==> config.mk <==
export PLATFORM = sky130hd
export DESIGN_NAME = gol_gen_sched_flat
export DESIGN_NICKNAME = d
export VERILOG_FILES = /design/src/rtl/gol_gen_sched_if.sv /design/src/rtl/gol_gen_sched.sv /design/src/flat_wrapper.sv
export SDC_FILE = /design/constraint.sdc
export NUM_CORES = 1
export LEC_CHECK = 0
export CORE_UTILIZATION = 50
export CTS_BUF_LIST = sky130_fd_sc_hd__clkbuf_4 sky130_fd_sc_hd__clkbuf_8
export CTS_CLUSTER_DIAMETER = 50
export DETAILED_ROUTE_END_ITERATION = 16
export PLACE_DENSITY = 0.78
export SLEW_MARGIN = 20
export SYNTH_ARGS = -nofsm -noshare
export SYNTH_HDL_FRONTEND = slang
export SYNTH_SLANG_ARGS = --single-unit
==> constraint.sdc <==
create_clock -name clk -period 2.5 [get_ports clk]
set_clock_uncertainty 0.2 [all_clocks]
set_input_delay 0.5 -clock clk [delete_from_list [all_inputs] [get_ports clk]]
set_output_delay 0.5 -clock clk [all_outputs]
set_load 0.05 [all_outputs]
==> src/rtl/gol_gen_sched_if.sv <==
// rtl/gol_gen_sched_if.sv - update handshake and population bus between scheduler and cell array
interface gol_gen_sched_if #(
    parameter int POP_W = 12
);
    logic             upd_req;
    logic             upd_ack;
    logic [POP_W-1:0] pop_in;

    modport master (output upd_req, input upd_ack, input pop_in);
    modport slave  (input upd_req, output upd_ack, output pop_in);
endinterface

==> src/rtl/gol_gen_sched.sv <==
// rtl/gol_gen_sched.sv - Game-of-Life generation scheduler with auto-halt detection
module gol_gen_sched #(
    parameter int TICK_DIV   = 25000000,
    parameter int GEN_W      = 16,
    parameter int POP_W      = 12,
    parameter int POP_LAT    = 2,
    parameter int STABLE_LIM = 8
) (
    input  logic                 clk,
    input  logic                 rst,
    input  logic                 run_i,
    input  logic                 step_req_i,
    input  logic                 clear_i,
    gol_gen_sched_if.master      arr,
    output logic                 busy_o,
    output logic [GEN_W-1:0]     generation_o,
    output logic [POP_W-1:0]     pop_out_o,
    output logic                 halted_o,
    output logic [1:0]           halt_code_o
);
    localparam int TICK_W = (TICK_DIV > 2) ? $clog2(TICK_DIV) : 1;
    localparam int SET_W  = (POP_LAT > 2) ? $clog2(POP_LAT) : 1;
    localparam int STB_W  = $clog2(STABLE_LIM + 1);

    localparam logic [TICK_W-1:0] TICK_RLD  = TICK_W'(TICK_DIV - 1);
    localparam logic [SET_W-1:0]  SET_RLD   = SET_W'(POP_LAT - 1);
    localparam logic [STB_W-1:0]  STB_LIMIT = STB_W'(STABLE_LIM);

    typedef enum logic [2:0] {
        S_IDLE   = 3'd0,
        S_WAIT   = 3'd1,
        S_REQ    = 3'd2,
        S_SETTLE = 3'd3,
        S_EVAL   = 3'd4,
        S_HALT   = 3'd5
    } state_t;

    state_t            state_q, state_d;
    logic [TICK_W-1:0] tick_q, tick_d;
    logic [SET_W-1:0]  settle_q, settle_d;
    logic [STB_W-1:0]  stable_q, stable_d;
    logic [POP_W-1:0]  prev_pop_q, prev_pop_d;
    logic [POP_W-1:0]  pop_out_q, pop_out_d;
    logic [GEN_W-1:0]  gen_q, gen_d;
    logic [1:0]        code_q, code_d;

    // State and counter registers; clear takes effect through the next-state logic
    always_ff @(posedge clk) begin
        if (rst) begin
            state_q    <= S_IDLE;
            tick_q     <= '0;
            settle_q   <= '0;
            stable_q   <= '0;
            prev_pop_q <= '0;
            pop_out_q  <= '0;
            gen_q      <= '0;
            code_q     <= 2'b00;
        end else begin
            state_q    <= state_d;
            tick_q     <= tick_d;
            settle_q   <= settle_d;
            stable_q   <= stable_d;
            prev_pop_q <= prev_pop_d;
            pop_out_q  <= pop_out_d;
            gen_q      <= gen_d;
            code_q     <= code_d;
        end
    end

    // Next-state, counters and halt decision; clear overrides every state
    always_comb begin
        state_d    = state_q;
        tick_d     = tick_q;
        settle_d   = settle_q;
        stable_d   = stable_q;
        prev_pop_d = prev_pop_q;
        pop_out_d  = pop_out_q;
        gen_d      = gen_q;
        code_d     = code_q;

        if (clear_i) begin
            state_d    = S_IDLE;
            tick_d     = '0;
            settle_d   = '0;
            stable_d   = '0;
            prev_pop_d = '0;
            pop_out_d  = '0;
            gen_d      = '0;
            code_d     = 2'b00;
        end else begin
            case (state_q)
                S_IDLE: begin
                    if (run_i) begin
                        state_d = S_WAIT;
                        tick_d  = TICK_RLD;
                    end else if (step_req_i) begin
                        state_d = S_REQ;
                    end
                end
                S_WAIT: begin
                    if (!run_i) begin
                        state_d = S_IDLE;
                    end else if (tick_q == '0) begin
                        state_d = S_REQ;
                    end else begin
                        tick_d = tick_q - 1'b1;
                    end
                end
                S_REQ: begin
                    // run is deliberately not checked: an issued request always completes
                    if (arr.upd_ack) begin
                        gen_d    = gen_q + 1'b1;
                        settle_d = SET_RLD;
                        state_d  = S_SETTLE;
                    end
                end
                S_SETTLE: begin
                    if (settle_q == '0) begin
                        state_d = S_EVAL;
                    end else begin
                        settle_d = settle_q - 1'b1;
                    end
                end
                S_EVAL: begin
                    pop_out_d  = arr.pop_in;
                    prev_pop_d = arr.pop_in;
                    if (arr.pop_in == prev_pop_q) begin
                        stable_d = (stable_q == STB_LIMIT) ? stable_q : stable_q + 1'b1;
                    end else begin
                        stable_d = '0;
                    end
                    if (arr.pop_in == '0) begin
                        state_d = S_HALT;
                        code_d  = 2'b01;
                    end else if (stable_d == STB_LIMIT) begin
                        state_d = S_HALT;
                        code_d  = 2'b10;
                    end else if (&gen_q) begin
                        state_d = S_HALT;
                        code_d  = 2'b11;
                    end else if (run_i) begin
                        state_d = S_WAIT;
                        tick_d  = TICK_RLD;
                    end else begin
                        state_d = S_IDLE;
                    end
                end
                S_HALT: begin
                    state_d = S_HALT;
                end
                default: begin
                    state_d = S_IDLE;
                end
            endcase
        end
    end

    assign arr.upd_req  = (state_q == S_REQ);
    assign busy_o       = (state_q != S_IDLE) && (state_q != S_HALT);
    assign halted_o     = (state_q == S_HALT);
    assign generation_o = gen_q;
    assign pop_out_o    = pop_out_q;
    assign halt_code_o  = code_q;
endmodule

==> src/flat_wrapper.sv <==
// flat-port wrapper written by rule: the top's interface ports become plain ports
module gol_gen_sched_flat 
#(
    parameter int TICK_DIV   = 25000000,
    parameter int GEN_W      = 16,
    parameter int POP_W      = 12,
    parameter int POP_LAT    = 2,
    parameter int STABLE_LIM = 8
)
  (clk, rst, run_i, step_req_i, clear_i, busy_o, generation_o, pop_out_o, halted_o, halt_code_o, arr_upd_req, arr_upd_ack, arr_pop_in);
  gol_gen_sched_if #(.POP_W(POP_W)) arr_i ();
  input  logic clk;
  input  logic rst;
  input  logic run_i;
  input  logic step_req_i;
  input  logic clear_i;
  output logic busy_o;
  output logic [GEN_W-1:0] generation_o;
  output logic [POP_W-1:0] pop_out_o;
  output logic halted_o;
  output logic [1:0] halt_code_o;
  output wire logic [$bits(arr_i.upd_req)-1:0] arr_upd_req;
  input wire logic [$bits(arr_i.upd_ack)-1:0] arr_upd_ack;
  input wire logic [$bits(arr_i.pop_in)-1:0] arr_pop_in;
  assign arr_upd_req = arr_i.upd_req;
  assign arr_i.upd_ack = arr_upd_ack;
  assign arr_i.pop_in = arr_pop_in;
  gol_gen_sched #(.TICK_DIV(TICK_DIV), .GEN_W(GEN_W), .POP_W(POP_W), .POP_LAT(POP_LAT), .STABLE_LIM(STABLE_LIM)) u_core (.clk(clk), .rst(rst), .run_i(run_i), .step_req_i(step_req_i), .clear_i(clear_i), .arr(arr_i), .busy_o(busy_o), .generation_o(generation_o), .pop_out_o(pop_out_o), .halted_o(halted_o), .halt_code_o(halt_code_o));
endmodule
==> flow_summary.html, run 1 <==
<table>
<tr><th>Metric</th><th>Value</th></tr>
<tr><th colspan="2">Layout</th></tr>
<tr><td>Most common cell after layout, fill and taps aside</td><td>sky130_fd_sc_hd__dfxtp_1</td></tr>
<tr><td>Area growth syn-to-layout</td><td>40.8%</td></tr>
<tr><td>Count of non-filler cells in the finished layout</td><td>587</td></tr>
<tr><td>Share of final-layout standard cells stronger than drive strength 1</td><td>between 20% and 30%</td></tr>
<tr><td>Fin nets</td><td>approximately 530</td></tr>
<tr><td>Finished Cell Area</td><td>about 0.0047 mm^2</td></tr>
<tr><td>Diode count</td><td>0</td></tr>
<tr><td>Most used cells in the layout excluding fill and tap cells</td><td>sky130_fd_sc_hd__dfxtp_1, sky130_fd_sc_hd__clkdlybuf4s50_1, sky130_fd_sc_hd__buf_4</td></tr>
<tr><th colspan="2">Floorplan</th></tr>
<tr><td>Core area</td><td>around 0.0064 mm^2</td></tr>
<tr><td>Std cell rows</td><td>29</td></tr>
<tr><td>Die extent in x</td><td>~83 um</td></tr>
<tr><td>I/O Pins</td><td>51</td></tr>
<tr><td>Die height</td><td>about 83 um</td></tr>
<tr><td>Die ar.</td><td>between 0.006 and 0.007 mm^2</td></tr>
<tr><td>Initial Util</td><td>between 50% and 60%</td></tr>
<tr><th colspan="2">Setup path</th></tr>
<tr><td>Buf/Inv on CP</td><td>1</td></tr>
<tr><td>Largest stage delay on the critical path</td><td>0.53 ns</td></tr>
<tr><td>Worst R2R Path Depth</td><td>7</td></tr>
<tr><td>Cell chain of the critical path</td><td>or4_4 -&gt; or4_4 -&gt; o41a_1 -&gt; buf_6 -&gt; o21ai_2 -&gt; and3_1 -&gt; a311oi_1</td></tr>
<tr><td>CP max-delay cell</td><td>sky130_fd_sc_hd__or4_4</td></tr>
<tr><td>Worst Path Class, Setup</td><td>flip-flop to flip-flop</td></tr>
<tr><td>Kind of start point of the critical path</td><td>flip-flop</td></tr>
<tr><td>Worst endpoint data arrival time</td><td>roughly 2.7 ns</td></tr>
<tr><td>Endpoint of the worst-slack reg-to-reg timing path</td><td>u_core.state_q[0]</td></tr>
<tr><td>Crit path max fanout</td><td>5</td></tr>
<tr><td>Start point of the critical path</td><td>u_core.tick_q[16]</td></tr>
<tr><td>Crit-path most repeated cell</td><td>sky130_fd_sc_hd__or4_4</td></tr>
<tr><td>Logic depth of the worst path, buffers included</td><td>7</td></tr>
<tr><td>Endpoint kind of the worst setup timing path</td><td>flip-flop</td></tr>
<tr><td>Crit path capture</td><td>u_core.state_q[0]</td></tr>
<tr><td>Reg2Reg Launch Point</td><td>u_core.tick_q[16]</td></tr>
<tr><td>Register-to-register setup slack</td><td>-0.16 ns</td></tr>
<tr><td>Largest delay share family, worst path</td><td>simple AND/OR/NAND/NOR gates</td></tr>
<tr><td>Required time at the endpoint of the critical path</td><td>approximately 2.5 ns</td></tr>
<tr><th colspan="2">Synth</th></tr>
<tr><td>Largest family of logic cells by synthesized area</td><td>simple AND/OR/NAND/NOR gates</td></tr>
<tr><td>Fraction of synthesized cell area in xor and xnor cells</td><td>just under 7%</td></tr>
<tr><td>Average cell area after synthesis</td><td>~8 um^2</td></tr>
<tr><td>Synth Area in Compound Gates</td><td>a little under a quarter</td></tr>
<tr><td>Share of cell area taken by muxes after synthesis</td><td>less than 1%</td></tr>
<tr><td>Count of different cell masters after synthesis</td><td>50</td></tr>
<tr><td>Most used DFF post-synth</td><td>sky130_fd_sc_hd__dfxtp_1</td></tr>
<tr><td>Number of synthesized register bits</td><td>63</td></tr>
<tr><td>Simple logic cell fraction of the synthesized area</td><td>26.9%</td></tr>
<tr><td>Number of synthesized flops with an enable pin</td><td>0</td></tr>
<tr><td>Synthesis Warnings</td><td>0</td></tr>
<tr><td>Register area share after synthesis</td><td>a little under two fifths</td></tr>
<tr><td>Synthesized Nets</td><td>433</td></tr>
<tr><td>Asr flop ratio synth</td><td>0%</td></tr>
<tr><td>Adder and majority gate portion of the synthesized area</td><td>under 10%</td></tr>
<tr><td>Cell Area, Synth</td><td>0.00331 mm^2</td></tr>
<tr><td>Gate count after technology mapping</td><td>between 400 and 500</td></tr>
<tr><th colspan="2">Global routing</th></tr>
<tr><td>GRT Total Usage</td><td>between 20% and 30%</td></tr>
<tr><td>Via count of the first global-routing pass</td><td>~3300</td></tr>
<tr><td>Antenna violations before repair</td><td>0</td></tr>
<tr><td>Pin count of the biggest net entering global routing</td><td>27</td></tr>
<tr><td>Remaining Overflow, GRT</td><td>0</td></tr>
<tr><td>Global-route wire length before repair</td><td>roughly 15000 um</td></tr>
<tr><th colspan="2">Flow run</th></tr>
<tr><td>Count of maximum capacitance violations</td><td>0</td></tr>
<tr><th colspan="2">Route</th></tr>
<tr><td>Number of vias in the routed layout</td><td>3527</td></tr>
<tr><td>Post-detailed-route DRC marker count</td><td>0</td></tr>
<tr><td>Count of nets left with antenna violations after detail routing</td><td>0</td></tr>
<tr><td>Routed Wire Length</td><td>roughly 9300 um</td></tr>
<tr><td>Average vias per placed instance</td><td>between 6 and 7</td></tr>
<tr><td>1st-iter DRT viols</td><td>~270</td></tr>
<tr><td>Average wire per standard cell</td><td>approximately 16 um</td></tr>
<tr><td>Initial DRT Pass Iterations</td><td>5</td></tr>
<tr><th colspan="2">CTS</th></tr>
<tr><td>Sinks on the clock net</td><td>63</td></tr>
<tr><td>Total clock buffers created by CTS</td><td>9</td></tr>
<tr><td>CTS H-tree depth</td><td>3</td></tr>
<tr><td>Clk pin slew, worst setup/hold paths</td><td>~0.070 ns</td></tr>
<tr><td>Clock Root Buffer</td><td>sky130_fd_sc_hd__clkbuf_8</td></tr>
<tr><td>Clock tree from TritonCTS</td><td>yes</td></tr>
<tr><td>Clock latency on the worst-skew pair</td><td>0.35 ns</td></tr>
<tr><td>Number of buffers on the longest clock path</td><td>2</td></tr>
<tr><th colspan="2">Outcome</th></tr>
<tr><td>Status</td><td>complete, but fails checks</td></tr>
<tr><td>Violated checks</td><td>setup timing</td></tr>
<tr><th colspan="2">Placement</th></tr>
<tr><td>Post-DP Area</td><td>about 0.0042 mm^2</td></tr>
<tr><td>Final HPWL from detailed placement</td><td>approximately 6100 um</td></tr>
<tr><td># port buffers</td><td>50</td></tr>
<tr><td>Final Wtd Congestion</td><td>0.823</td></tr>
<tr><td>Cell count after placement</td><td>between 500 and 600</td></tr>
<tr><th colspan="2">STA</th></tr>
<tr><td>Total Negative Setup Slacks</td><td>-0.615 ns</td></tr>
<tr><td>Final setup margin</td><td>-0.155 ns</td></tr>
<tr><td>Period Utilization, post-route</td><td>106%</td></tr>
<tr><td>Final worst path period need</td><td>around 2.7 ns</td></tr>
<tr><td>Highest Clock Rate</td><td>377 MHz</td></tr>
<tr><td>Actual slew at the worst max-slew pin</td><td>roughly 0.68 ns</td></tr>
<tr><td>Hold Vio Cnt, Final</td><td>0</td></tr>
<tr><td>Setup Viol. Count Final</td><td>13</td></tr>
<tr><td>Unrepaired setup endpoints after global routing</td><td>yes</td></tr>
<tr><td>Relative slew margins</td><td>a little over half</td></tr>
<tr><td>Worst hold slack</td><td>a little under 0.3 ns</td></tr>
<tr><td>Slew Viols, Final</td><td>0</td></tr>
<tr><th colspan="2">Power and ir drop</th></tr>
<tr><td>Areal power density over the cells</td><td>between 500 and 600 mW/mm^2</td></tr>
<tr><td>Maximum vdd drop</td><td>between 0.3 and 0.4 mV</td></tr>
<tr><td>Design Power</td><td>roughly 2.3 mW</td></tr>
<tr><td>LEAKAGE</td><td>about 1.6 nW</td></tr>
<tr><th colspan="2">Hold path</th></tr>
<tr><td>Class of the tightest hold or removal check</td><td>flip-flop to flip-flop</td></tr>
<tr><td>Hold path startpoint</td><td>u_core.pop_out_o[3]</td></tr>
</table>
-- power by group --
part           total (mW)  internal, mW  switching (mW)
Combinational       0.404         0.178           0.226
Clock               0.883         0.468           0.415
Sequential           1.05          1.02          0.0235
Total                2.33          1.67           0.665
-- worst min-delay path by stage --
stage	cells after the start	endpoint
floorplan	1	u_core.tick_q[16]
global placement	2	u_core.tick_q[23]
detailed placement	2	u_core.tick_q[23]
CTS	2	u_core.tick_q[23]
global route	2	u_core.pop_out_o[3]
finish	2	u_core.pop_out_o[3]
-- cells in the mapped netlist, drive strengths merged (6+ instances only) --
cell type	number	area, um^2
dfxtp	63	1260
xnor2	18	158
nand4	13	81.3
nor3	21	105
o21a	7	52.6
nor4	9	56.3
o21ai	16	80.1
nand2b	7	43.8
inv	9	33.8
o31ai	7	52.6
nand3	12	60.1
nand2	45	169
a21oi	31	155
a31oi	15	93.8
nor2	45	171
clkbuf	17	63.8
a311oi	9	78.8
or3	6	37.5
xor2	8	70.1
-- sequential cells by signal, indices dropped and copies added (netlist names) --
register	count
u_core.pop_out_o	12
u_core.halt_code_o	2
u_core.generation_o	16
u_core.state_q	3
u_core.settle_q	1
u_core.tick_q	25
u_core.stable_q	4
-- stage by stage --
stage                     utilization (%)  worst slack (ns)
final                                73.0            -0.155
after global routing                 73.0            -0.184
after CTS                            70.2           -0.0813
after detailed placement             66.1            -0.293
after global placement               66.1            -0.257
after floorplan                         -           -0.0527
-- layout make-up --
| type | instances | area [um^2] |
|---|---|---|
| multi-input cells | 319 | 2120 |
| fillers | 462 | 1720 |
| flip-flops and latches | 63 | 1270 |
| repair buffers | 103 | 955 |
| clock buffers | 10 | 131 |
| well taps | 77 | 96.3 |
| clock inverters | 6 | 61.3 |
| inverters | 9 | 33.8 |
-- tightest hold or removal path: stages, from the launching register on --
cell,delay (ns)
sky130_fd_sc_hd__dfxtp_1,0.33
sky130_fd_sc_hd__nand2_1,0.06
sky130_fd_sc_hd__a21oi_1,0.05
-- cell families (layout without fill, tap and decap cells) --
logic type               after synthesis  count (layout)
AND/OR/NAND/NOR                      181             181
AO/OA/AOI/OAI                        107             107
flip-flops                            63              63
buffers and inverters                 29             128
XOR/XNOR                              26              26
adder cells (fa/ha/maj)                4               4
multiplexers                           1               1
-- metal layers --
| metal | global-route usage (%) | wire (um) | share of wire (%) | vias to the layer above |
|---|---|---|---|---|
| met5 | 0 | 0 | 0 | - |
| met4 | 13.8 | 225 | 2.4 | 0 |
| met3 | 2.98 | 420 | 4.5 | 21 |
| met2 | 44.8 | 4490 | 48 | 125 |
| met1 | 33.4 | 4160 | 45 | 1687 |
| li1 | - | - | - | 1694 |
-- what timing repair did --
action | in CTS | in global routing
gates resized for setup | 10 | 29
setup buffers | 4 | 4
pin swaps | 6 | 12
hold buffers | 0 | 0
setup endpoints to repair | 14 | 25
(Power assumes the default switching activity.)
==> run 2, diff against run 1 <==
--- a/config.mk
+++ b/config.mk
@@ -5,12 +5,12 @@
 export SDC_FILE = /design/constraint.sdc
 export NUM_CORES = 1
 export LEC_CHECK = 0
-export CORE_UTILIZATION = 50
+export CORE_UTILIZATION = 55
 export CTS_BUF_LIST = sky130_fd_sc_hd__clkbuf_4 sky130_fd_sc_hd__clkbuf_8
 export CTS_CLUSTER_DIAMETER = 50
 export DETAILED_ROUTE_END_ITERATION = 16
-export PLACE_DENSITY = 0.78
-export SLEW_MARGIN = 20
+export PLACE_DENSITY = 0.81
+export SLEW_MARGIN = 10
 export SYNTH_ARGS = -nofsm -noshare
 export SYNTH_HDL_FRONTEND = slang
 export SYNTH_SLANG_ARGS = --single-unit
==> constraint.sdc (replaced) <==
create_clock -name clk -period 2.9 [get_ports clk]
set_clock_uncertainty 0.2 [all_clocks]
set_input_delay 0.58 -clock clk [delete_from_list [all_inputs] [get_ports clk]]
set_output_delay 0.58 -clock clk [all_outputs]
set_load 0.05 [all_outputs]
==> run 2 against run 1 <==
Effect of this change: the run now ends clean; core utilization is 1.2 points higher; setup slack better by 0.31 ns; worst hold slack worse by 0.0073 ns; critical path depth is 1 lower; first-iteration DRC count is 27% lower; wire length is 8.4% lower; final cell count is 5.8% lower.
==> flow_summary.html, run 2 (synthesized netlist as in run 1, its figures left out) <==
<table>
<tr><th>Metric</th><th>Value</th></tr>
<tr><th colspan="2">Placement</th></tr>
<tr><td>Cell count after placement</td><td>538 (-4.6%)</td></tr>
<tr><td>Final Wtd Congestion</td><td>0.861 (+4.6%)</td></tr>
<tr><td>Final HPWL from detailed placement</td><td>5920 um (-2.9%)</td></tr>
<tr><td>Worst slack, placed</td><td>-0.0274 ns (+0.265 ns)</td></tr>
<tr><td># port buffers</td><td>50 (unchanged)</td></tr>
<tr><td>Post-DP Area</td><td>0.00401 mm^2 (-5.0%)</td></tr>
<tr><th colspan="2">Route</th></tr>
<tr><td>Average wire per standard cell</td><td>15.4 um (-2.8%)</td></tr>
<tr><td>Count of nets left with antenna violations after detail routing</td><td>0 (unchanged)</td></tr>
<tr><td>Average vias per placed instance</td><td>6.01 (about the same)</td></tr>
<tr><td>Routed Wire Length</td><td>8510 um (-8.4%)</td></tr>
<tr><td>Number of vias in the routed layout</td><td>3323 (-5.8%)</td></tr>
<tr><td>1st-iter DRT viols</td><td>195 (-27%)</td></tr>
<tr><td>Post-detailed-route DRC marker count</td><td>0 (unchanged)</td></tr>
<tr><td>Initial DRT Pass Iterations</td><td>4 (-1)</td></tr>
<tr><th colspan="2">Floorplan</th></tr>
<tr><td>Std cell rows</td><td>27 (-6.9%)</td></tr>
<tr><td>I/O Pins</td><td>51 (unchanged)</td></tr>
<tr><td>Core area</td><td>0.00564 mm^2 (-12%)</td></tr>
<tr><td>Die extent in x</td><td>79.6 um (-4.5%)</td></tr>
<tr><td>Die height</td><td>79.6 um (-4.5%)</td></tr>
<tr><td>Initial Util</td><td>58.7% (+6.8 points)</td></tr>
<tr><td>Die ar.</td><td>0.00634 mm^2 (-8.9%)</td></tr>
<tr><th colspan="2">Outcome</th></tr>
<tr><td>Status</td><td>completed</td></tr>
<tr><th colspan="2">Power and ir drop</th></tr>
<tr><td>Design Power</td><td>1.87 mW (-20%)</td></tr>
<tr><td>Maximum vdd drop</td><td>0.344 mV (-10%)</td></tr>
<tr><td>Areal power density over the cells</td><td>445 mW/mm^2 (-11%)</td></tr>
<tr><td>LEAKAGE</td><td>1.42 nW (-12%)</td></tr>
<tr><th colspan="2">Layout</th></tr>
<tr><td>Fin nets</td><td>500 (-5.1%)</td></tr>
<tr><td>Share of final-layout standard cells stronger than drive strength 1</td><td>10.8% (-11 points)</td></tr>
<tr><td>Storage cell area</td><td>0.00126 mm^2 (-0.39%)</td></tr>
<tr><td>Count of non-filler cells in the finished layout</td><td>553 (-5.8%)</td></tr>
<tr><td>Area growth syn-to-layout</td><td>26.5%</td></tr>
<tr><td>Finished Cell Area</td><td>0.00419 mm^2 (-10%)</td></tr>
<tr><td>Register bank with the most flops</td><td>u_core.tick_q</td></tr>
<tr><td>Most used cells in the layout excluding fill and tap cells</td><td>sky130_fd_sc_hd__dfxtp_1, sky130_fd_sc_hd__clkdlybuf4s50_1, sky130_fd_sc_hd__nand2_1</td></tr>
<tr><td>Diode count</td><td>0 (unchanged)</td></tr>
<tr><td>Most common cell after layout, fill and taps aside</td><td>sky130_fd_sc_hd__dfxtp_1</td></tr>
<tr><td>Area used by multi-input combinational logic</td><td>0.00193 mm^2 (-8.9%)</td></tr>
<tr><td>Largest register FFs</td><td>25 (unchanged)</td></tr>
<tr><td>Filler instances</td><td>420 (-9.1%)</td></tr>
<tr><th colspan="2">Global routing</th></tr>
<tr><td>Pin count of the biggest net entering global routing</td><td>28 (+3.7%)</td></tr>
<tr><td>Remaining Overflow, GRT</td><td>0 (unchanged)</td></tr>
<tr><td>Via count of the first global-routing pass</td><td>3123 (-5.3%)</td></tr>
<tr><td>Antenna violations before repair</td><td>0 (unchanged)</td></tr>
<tr><td>GRT Total Usage</td><td>28.5% (+2.0 points)</td></tr>
<tr><td>Global-route wire length before repair</td><td>14000 um (-6.7%)</td></tr>
<tr><th colspan="2">Setup path</th></tr>
<tr><td>Worst R2R Path Depth</td><td>6 (-1)</td></tr>
<tr><td>Reg2Reg Launch Point</td><td>u_core.tick_q[14]</td></tr>
<tr><td>Endpoint of the worst-slack reg-to-reg timing path</td><td>u_core.tick_q[2]</td></tr>
<tr><td>Kind of start point of the critical path</td><td>flip-flop</td></tr>
<tr><td>Start point of the critical path</td><td>u_core.tick_q[14]</td></tr>
<tr><td>Required time at the endpoint of the critical path</td><td>2.99 ns (+0.46 ns)</td></tr>
<tr><td>Endpoint kind of the worst setup timing path</td><td>flip-flop</td></tr>
<tr><td>Crit path max fanout</td><td>10 (+5)</td></tr>
<tr><td>Register-to-register setup slack</td><td>0.15 ns (+0.31 ns)</td></tr>
<tr><td>Worst Path Class, Setup</td><td>flip-flop to flip-flop</td></tr>
<tr><td>Worst endpoint data arrival time</td><td>2.84 ns (+0.16 ns)</td></tr>
<tr><th colspan="2">CTS</th></tr>
<tr><td>Clock latency on the worst-skew pair</td><td>0.34 ns (about the same)</td></tr>
<tr><td>Total clock buffers created by CTS</td><td>9 (unchanged)</td></tr>
<tr><td>Clock Root Buffer</td><td>sky130_fd_sc_hd__clkbuf_8</td></tr>
<tr><td>Clk pin slew, worst setup/hold paths</td><td>0.06 ns (about the same)</td></tr>
<tr><td>Sinks on the clock net</td><td>63 (unchanged)</td></tr>
<tr><td>CTS H-tree depth</td><td>3 (unchanged)</td></tr>
<tr><td>Number of buffers on the longest clock path</td><td>2 (unchanged)</td></tr>
<tr><td>Clock tree from TritonCTS</td><td>yes</td></tr>
<tr><th colspan="2">Hold path</th></tr>
<tr><td>Class of the tightest hold or removal check</td><td>flip-flop to flip-flop</td></tr>
<tr><td>Hold path startpoint</td><td>u_core.pop_out_o[6]</td></tr>
<tr><td>Count of cells along the worst hold path</td><td>2 (unchanged)</td></tr>
<tr><td>Hold endpoint</td><td>u_core.pop_out_o[6]</td></tr>
<tr><th colspan="2">STA</th></tr>
<tr><td>Highest Clock Rate</td><td>364 MHz (-3.4%)</td></tr>
<tr><td>Hold Vio Cnt, Final</td><td>0 (unchanged)</td></tr>
<tr><td>Setup Viol. Count Final</td><td>0 (-13)</td></tr>
<tr><td>Worst hold slack</td><td>0.284 ns (-0.00729 ns)</td></tr>
<tr><td>Unrepaired setup endpoints after global routing</td><td>no</td></tr>
<tr><td>Period Utilization, post-route</td><td>94.8% (-11 points)</td></tr>
<tr><td>Final worst path period need</td><td>2.75 ns (+0.0943 ns)</td></tr>
<tr><td>Actual slew at the worst max-slew pin</td><td>0.664 ns (-0.0123 ns)</td></tr>
<tr><td>Relative slew margins</td><td>55.7% (+1.1 points)</td></tr>
<tr><td>Slew Viols, Final</td><td>0 (unchanged)</td></tr>
<tr><td>Final setup margin</td><td>0.150 ns (+0.306 ns)</td></tr>
<tr><th colspan="2">Flow run</th></tr>
<tr><td>Count of maximum capacitance violations</td><td>0 (unchanged)</td></tr>
</table>
-- run 2: changes by cell type in the layout (fill, tap and decap cells not counted), sizes merged --
cell and delta:
buf -28, bufinv -1, clkinvlp -1, clkinv -3, clkbuf +3, clkdlybuf4s50 +1
-- run 2: layer usage --
layer	vias to the layer above	wire, um	track usage [%]
met5	-	0	0
li1	1641	-	-
met2	118	4050	47.4
met1	1546	3700	35.3
met3	18	604	6.74
met4	0	163	11.5
-- run 2: report_power, final --
part	internal [mW]	total [mW]	switching (mW)
clock network	0.365	0.684	0.319
registers	0.882	0.905	0.0229
logic	0.118	0.278	0.160
-- run 2: layout make-up --
class	instances	area share, %
Tap cell	72	2.15
Clock inverter	1	0.119
Sequential cell	63	30.1
Multi-Input combinational cell	319	46.1
Timing Repair Buffer	76	16.8
Inverter	9	0.806
Clock buffer	13	3.97
-- run 2: worst max-delay path, stage by stage, from the launching register on --
cell,delay [ns]
sky130_fd_sc_hd__dfxtp_1,0.35
sky130_fd_sc_hd__or4_4,0.56
sky130_fd_sc_hd__or4_4,0.47
sky130_fd_sc_hd__o41a_1,0.46
sky130_fd_sc_hd__buf_12,0.20
sky130_fd_sc_hd__a311oi_1,0.29
sky130_fd_sc_hd__o21a_1,0.16
-- run 2: timing repair --
| item | in CTS | in global routing |
|---|---|---|
| gates resized for setup | 0 | 1 |
| setup endpoints to repair | 0 | 4 |
| hold buffers | 0 | 0 |
| setup buffers | 0 | 1 |
-- run 2: worst max-delay path by stage --
| stage | end | slack, ns | depth (start not counted) |
|---|---|---|---|
| 2_1_floorplan | u_core.state_q[1] | 0.11 | 8 |
| 5_1_grt | u_core.tick_q[6] | 0.05 | 8 |
| 3_3_place_gp | u_core.generation_o[14] | 0.05 | 7 |
| 6_report | u_core.tick_q[2] | 0.15 | 6 |
| 4_1_cts | u_core.tick_q[2] | 0.06 | 6 |
| 3_5_place_dp | u_core.generation_o[14] | -0.03 | 7 |
-- run 2: stage by stage --
stage          TNS [ns]  util [%]
2_1_floorplan         0         -
3_3_place_gp          0      71.0
3_5_place_dp    -0.0274      71.0
4_1_cts               0      74.1
5_1_grt               0      74.3
6_report              0      74.3
==> run 3, diff against run 2 <==
--- a/config.mk
+++ b/config.mk
@@ -7,7 +7,7 @@
 export LEC_CHECK = 0
 export CORE_UTILIZATION = 55
 export CTS_BUF_LIST = sky130_fd_sc_hd__clkbuf_4 sky130_fd_sc_hd__clkbuf_8
-export CTS_CLUSTER_DIAMETER = 50
+export CTS_CLUSTER_DIAMETER = 40
 export DETAILED_ROUTE_END_ITERATION = 16
 export PLACE_DENSITY = 0.81
 export SLEW_MARGIN = 10
==> results of run 3 <==
Final layout, timing and power as in run 2 (identical DEF).
